--- config.mk ---
export PLATFORM = sky130hd
export DESIGN_NAME = gcd_core_flat
export DESIGN_NICKNAME = d
export VERILOG_FILES = /design/src/rtl/gcd_pkg.sv /design/src/rtl/gcd_if.sv /design/src/rtl/gcd_step.sv /design/src/rtl/gcd_core.sv /design/src/flat_wrapper.sv
export SDC_FILE = /design/constraint.sdc
export NUM_CORES = 1
export LEC_CHECK = 0
export ABC_AREA = 1
export CAP_MARGIN = 20
export CORE_AREA = 2 2 58 60
export DETAILED_ROUTE_END_ITERATION = 6
export DIE_AREA = 0 0 60 62
export GPL_ROUTABILITY_DRIVEN = 0
export PLACE_DENSITY = 0.84
export SYNTH_ARGS = -nofsm -noshare
export SYNTH_HDL_FRONTEND = slang
export SYNTH_SLANG_ARGS = --single-unit
--- constraint.sdc ---
create_clock -name clk_i -period 4.2 [get_ports clk_i]
set_clock_uncertainty 0.2 [all_clocks]
set_input_delay 0.63 -clock clk_i [delete_from_list [all_inputs] [get_ports clk_i]]
set_output_delay 0.63 -clock clk_i [all_outputs]
set_load 0.005 [all_outputs]
--- src/rtl/gcd_pkg.sv ---
// Shared types and constants for the GCD engine, its master and the bench.
package gcd_pkg;

    localparam int GCD_WIDTH = 4;

    typedef enum logic [1:0] {
        IDLE = 2'd0,
        CALC = 2'd1,
        DONE = 2'd2
    } gcd_state_e;

endpackage : gcd_pkg

--- src/rtl/gcd_if.sv ---
// Request/result bundle between the issuing master and the GCD engine.
interface gcd_if
    import gcd_pkg::*;
#(
    parameter int WIDTH = GCD_WIDTH
);
    logic [WIDTH-1:0] a_i;
    logic [WIDTH-1:0] b_i;
    logic             req_i;
    logic             busy_o;
    logic             valid_o;
    logic [WIDTH-1:0] result_o;
    logic [WIDTH-1:0] iter_o;

    modport master (
        output a_i, b_i, req_i,
        input  busy_o, valid_o, result_o, iter_o
    );

    modport slave (
        input  a_i, b_i, req_i,
        output busy_o, valid_o, result_o, iter_o
    );
endinterface : gcd_if

--- src/rtl/gcd_step.sv ---
// One Euclid subtraction step: the larger operand loses the smaller one.
module gcd_step
    import gcd_pkg::*;
#(
    parameter int WIDTH = GCD_WIDTH
) (
    input  logic [WIDTH-1:0] rega_i,
    input  logic [WIDTH-1:0] regb_i,
    output logic [WIDTH-1:0] rega_nxt_o,
    output logic [WIDTH-1:0] regb_nxt_o,
    output logic             eq_o,
    output logic             step_o
);

    // Larger operand is always the minuend, so the subtraction never wraps.
    always_comb begin
        rega_nxt_o = rega_i;
        regb_nxt_o = regb_i;
        eq_o       = (rega_i == regb_i);
        step_o     = !eq_o;
        if (rega_i > regb_i) begin
            rega_nxt_o = rega_i - regb_i;
        end else if (regb_i > rega_i) begin
            regb_nxt_o = regb_i - rega_i;
        end
    end

endmodule : gcd_step

--- src/rtl/gcd_core.sv ---
// Iterative subtraction GCD engine with busy/valid handshake.
//
// state | meaning
// IDLE  | waiting for req_i; operands latched on the accept edge
// CALC  | one subtraction per edge until the operands match
// DONE  | result presented, valid_o high for this single cycle
module gcd_core
    import gcd_pkg::*;
#(
    parameter int WIDTH = GCD_WIDTH
) (
    input  logic  clk_i,
    input  logic  rst_i,
    gcd_if.slave  bus
);

    gcd_state_e       state_q,  state_d;
    logic [WIDTH-1:0] rega_q,   rega_d;
    logic [WIDTH-1:0] regb_q,   regb_d;
    logic [WIDTH-1:0] cnt_q,    cnt_d;
    logic [WIDTH-1:0] result_q, result_d;
    logic [WIDTH-1:0] iter_q,   iter_d;

    logic [WIDTH-1:0] rega_nxt;
    logic [WIDTH-1:0] regb_nxt;
    logic             eq;
    logic             step;

    gcd_step #(.WIDTH(WIDTH)) u_step (
        .rega_i     (rega_q),
        .regb_i     (regb_q),
        .rega_nxt_o (rega_nxt),
        .regb_nxt_o (regb_nxt),
        .eq_o       (eq),
        .step_o     (step)
    );

    // State and datapath registers; reset discards any in-flight computation.
    always_ff @(posedge clk_i) begin
        if (rst_i) begin
            state_q  <= IDLE;
            rega_q   <= '0;
            regb_q   <= '0;
            cnt_q    <= '0;
            result_q <= '0;
            iter_q   <= '0;
        end else begin
            state_q  <= state_d;
            rega_q   <= rega_d;
            regb_q   <= regb_d;
            cnt_q    <= cnt_d;
            result_q <= result_d;
            iter_q   <= iter_d;
        end
    end

    // Next-state and datapath updates.
    always_comb begin
        state_d  = state_q;
        rega_d   = rega_q;
        regb_d   = regb_q;
        cnt_d    = cnt_q;
        result_d = result_q;
        iter_d   = iter_q;
        unique case (state_q)
            IDLE: begin
                if (bus.req_i) begin
                    rega_d = bus.a_i;
                    regb_d = bus.b_i;
                    cnt_d  = '0;
                    // gcd(x,0)=x and gcd(0,0)=0 both reduce to a OR b.
                    if ((bus.a_i == '0) || (bus.b_i == '0)) begin
                        result_d = bus.a_i | bus.b_i;
                        iter_d   = '0;
                        state_d  = DONE;
                    end else begin
                        state_d  = CALC;
                    end
                end
            end
            CALC: begin
                if (eq) begin
                    result_d = rega_q;
                    iter_d   = cnt_q;
                    state_d  = DONE;
                end else if (step) begin
                    rega_d = rega_nxt;
                    regb_d = regb_nxt;
                    cnt_d  = cnt_q + 1'b1;
                end
            end
            DONE: begin
                state_d = IDLE;
            end
            default: begin
                state_d = IDLE;
            end
        endcase
    end

    // Moore outputs decoded from the state register.
    always_comb begin
        bus.busy_o   = (state_q == CALC) || (state_q == DONE);
        bus.valid_o  = (state_q == DONE);
        bus.result_o = result_q;
        bus.iter_o   = iter_q;
    end

endmodule : gcd_core
--- src/flat_wrapper.sv ---
// flat-port wrapper written by rule: the top's interface ports become plain ports
module gcd_core_flat import gcd_pkg::*;
#(
    parameter int WIDTH = GCD_WIDTH
)
  (clk_i, rst_i, bus_a_i, bus_b_i, bus_req_i, bus_busy_o, bus_valid_o, bus_result_o, bus_iter_o);
  gcd_if #(.WIDTH(WIDTH)) bus_i ();
  input  logic clk_i;
  input  logic rst_i;
  input wire logic [$bits(bus_i.a_i)-1:0] bus_a_i;
  input wire logic [$bits(bus_i.b_i)-1:0] bus_b_i;
  input wire logic [$bits(bus_i.req_i)-1:0] bus_req_i;
  output wire logic [$bits(bus_i.busy_o)-1:0] bus_busy_o;
  output wire logic [$bits(bus_i.valid_o)-1:0] bus_valid_o;
  output wire logic [$bits(bus_i.result_o)-1:0] bus_result_o;
  output wire logic [$bits(bus_i.iter_o)-1:0] bus_iter_o;
  assign bus_i.a_i = bus_a_i;
  assign bus_i.b_i = bus_b_i;
  assign bus_i.req_i = bus_req_i;
  assign bus_busy_o = bus_i.busy_o;
  assign bus_valid_o = bus_i.valid_o;
  assign bus_result_o = bus_i.result_o;
  assign bus_iter_o = bus_i.iter_o;
  gcd_core #(.WIDTH(WIDTH)) u_core (.clk_i(clk_i), .rst_i(rst_i), .bus(bus_i));
endmodule
==> run_results.csv <==
group,metric,value,unit
place,place_ws,1.782,ns
timing,worst_slack,1.842,ns
synth,yosys_warnings,0,
place,placed_area,1867,um^2
global_routing,grt_use_met2,38.82,%
routing,vias,1503,
worst_setup_path,worst_setup_path_end_kind,"output port",
worst_setup_path,cp.depth,3,
worst_hold_path,hold_path_class,"reg2reg",
routing,drt_pre_antenna_iters,4,
global_routing,grt_pass1_wl,6.134,mm
routing,wire_per_inst,11.42,um
timing,finalSetupViolCount,0,
timing,rsz0062_at_grt,"no",
routing,final_antenna_net_count,0,
worst_setup_path,criticalPathCategory,"reg2out",
timing,finalCritPeriodShare,56.14,%
clock_tree,clk_path_buf_depth,2,
worst_setup_path,setup.worst_path.start_class,"flop",
place,port-buffer-count,20,
worst_hold_path,min_from,"u_core.state_q[1]$_SDFFE_PP0P_",
worst_setup_path,cp-endpoint,"bus_busy_o",
final_layout,final_area,1903,um^2
pwr,p_per_area,794.6,nW/um^2
clock_tree,cts_made_buffers,3,
floorplanning,fp.dieArea,3720,um^2
clock_tree,cts_setup_buffers,0,
worst_setup_path,reg2reg_depth,10,
worst_setup_path,worstPathMaxFanout,3,
synth,syn_area_per_cell,6.728,um^2
global_routing,gr-usage-met1,28.03,%
timing,tightest_slew,0.4110,ns
worst_setup_path,reg2reg_from,"u_core.state_q[1]$_SDFFE_PP0P_",
timing,tns,0,ns
routing,via_per_inst,4.880,
final_layout,post-route-util,59.86,%
worst_setup_path,path_delay_family,"buffers and inverters",
timing,relSlewSlack,72.57,%
place,place.detailed.hpwl,2.766,mm
synth,syn-cell-area,1642,um^2
global_routing,track_usage,21.90,%
timing,holdWs,0.3019,ns
synth,ys_types,28,
worst_setup_path,max_stage_delay,0.49,ns
clock_tree,tritoncts,"built",
worst_setup_path,ff2ff_setup_slack,2.00,ns
floorplanning,coreArea,3179,um^2
clock_tree,htree_levels,1,
worst_setup_path,worstReg2RegEnd,"u_core.rega_q[3]$_SDFFE_PP0P_",
job,max_cap_viol_count,0,
clock_tree,cts-root-buf,"clkbuf_4",
worst_setup_path,cp.arrival,1.53,ns
synth,synthCells,244,
global_routing,grt_pass1_vias,1377,
clock_tree,path_clk_slew,0.12,ns
pwr,p_leak,0.9059,nW
final_layout,num_antenna_cells,0,
worst_setup_path,worstPathCellList,"inv_1, ha_1, clkdlybuf4s50_1",
final_layout,layout.nets,288,
routing,drt_iter0_drc,44,
floorplanning,die_h,62,um
floorplanning,start_util,51.63,%
synth,synth_edf_count,0,
synth,yosysSeqAreaShare,26.83,%
worst_setup_path,crit_start,"u_core.state_q[0]$_SDFFE_PP0P_",
routing,wl,3.516,mm
routing,drc,0,
final_layout,area_growth,15.93,%
worst_setup_path,crit_required,3.37,ns
synth,ys.flop_type,"dfxtp_1",
pwr,irDropWorstVdd,0.5444,mV
timing,period_needed,2.358,ns
clock_tree,cts.repair.resized,0,
global_routing,grt_max_degree,31,
floorplanning,die_x,60,um
timing,fmax,424.1,MHz
clock_tree,clock_latency,0.32,ns
synth,synth_nets,269,
synth,synth.ff_latch_count,22,
timing,final_max_slew_viol_count,0,
global_routing,overflow,0,
global_routing,antenna_found_initial,0,
worst_setup_path,worst-path-buf-inv,2,
clock_tree,clock_sinks,22,
timing,hold_viol,0,
synth,async_flop_share,0,%
clock_tree,postCtsHoldBufs,0,
worst_setup_path,slowest_stage,"clkdlybuf4s50_1",
global_routing,use_met3,1.449,%
final_layout,drive_gt1_share,9.542,%
floorplanning,rows,21,
status,status,"finished clean",
global_routing,globalRoute.busiestLayer,"met2",
floorplanning,pin_count,21,
per-stage QoR:
step                cells  power, W
global placement      304  0.001362
detailed placement    304  0.001391
CTS                   308  0.001513
finish                308  0.001512
global route          308  0.001672
floorplan             244  0.001145
synth_stat cells, types with 2 or more instances:
| cell type | instances | share of area (%) |
|---|---|---|
| ha_1 | 12 | 9.1 |
| nand2_4 | 4 | 2.7 |
| nor3_2 | 2 | 1.2 |
| o21ai_1 | 3 | 0.91 |
| nand3_1 | 16 | 4.9 |
| buf_2 | 5 | 1.5 |
| o21ai_0 | 7 | 2.1 |
| mux2i_1 | 2 | 1.2 |
| nor2_1 | 25 | 5.7 |
| nand2_1 | 52 | 12 |
| nand2_2 | 5 | 1.9 |
| a21oi_1 | 18 | 5.5 |
| nand4_1 | 10 | 3.8 |
| nor2_2 | 2 | 0.76 |
| dfxtp_1 | 22 | 27 |
| nand3_4 | 2 | 2.1 |
| inv_1 | 45 | 10 |
| fa_1 | 2 | 2.4 |
cells in the final DEF, fill, tap and decap left out, types with 3 or more instances in the layout:
cell type,Yosys,routed
ha_1,12,12
clkdlybuf4s50_1,0,20
a21oi_1,18,18
nor2_1,25,25
dfxtp_1,22,22
nand2_1,52,52
nand3_1,16,16
o21ai_0,7,7
clkbuf_4,0,3
nand2_2,5,5
nand4_1,10,10
o21ai_1,3,3
nand2_4,4,4
inv_1,45,45
layer usage:
| metal | routed length (um) | part of all wire, % |
|---|---|---|
| met1 | 1535 | 44 |
| met2 | 1768 | 50 |
| met3 | 142 | 4.0 |
| met4 | 69 | 2.0 |
| met5 | 0 | 0 |
state kept, by name, summed over array words and instances, names as in the netlist:
name	cells
u_core.rega_q	4
u_core.bus.result_o	4
u_core.state_q	2
u_core.regb_q	4
u_core.cnt_q	4
u_core.bus.iter_o	4
report_power, final:
part,total (W),internal (W),leakage [nW],switching (W)
combinational,0.00106,0.000397,0.704,0.000665
clock,0.000118,0.0000531,0.0210,0.0000654
sequential,0.000331,0.000282,0.181,0.0000488
cell type report:
type / instances / area (um^2)
Multi-Input combinational cell: 168 / 983.4
Inverter: 47 / 177.7
Sequential cell: 22 / 440.4
Tap cell: 46 / 57.56
Timing Repair Buffer: 21 / 207.7
Clock buffer: 4 / 36.28
Fill cell: 302 / 1276
logic make-up (layout without fill, tap and decap cells):
group	after synthesis	after routing	synth area share, %
AO/OA/AOI/OAI	30	30	9.985
adder cells (fa/ha/maj)	14	14	11.59
buffers and inverters	54	72	13.26
flip-flops	22	22	26.83
AND/OR/NAND/NOR	120	120	36.05
multiplexers	2	2	1.220
XOR/XNOR	2	2	1.067
how the worst min path moves through the flow:
stage                                           endpoint  cells after the start
after global routing      u_core.state_q[1]$_SDFFE_PP0P_                      2
after global placement    u_core.state_q[1]$_SDFFE_PP0P_                      2
final                     u_core.state_q[1]$_SDFFE_PP0P_                      2
after CTS                 u_core.state_q[1]$_SDFFE_PP0P_                      2
after detailed placement  u_core.state_q[1]$_SDFFE_PP0P_                      2
after floorplan           u_core.state_q[1]$_SDFFE_PP0P_                      2
worst reg2reg max path: cells and delay by family (launching register included):
family                   cells  cell delay (ns)
flip-flops                   1             0.35
adder cells (fa/ha/maj)      1             0.13
AND/OR/NAND/NOR              7             1.04
buffers and inverters        2             0.38
Note: power is estimated with default switching activity, not from simulation.
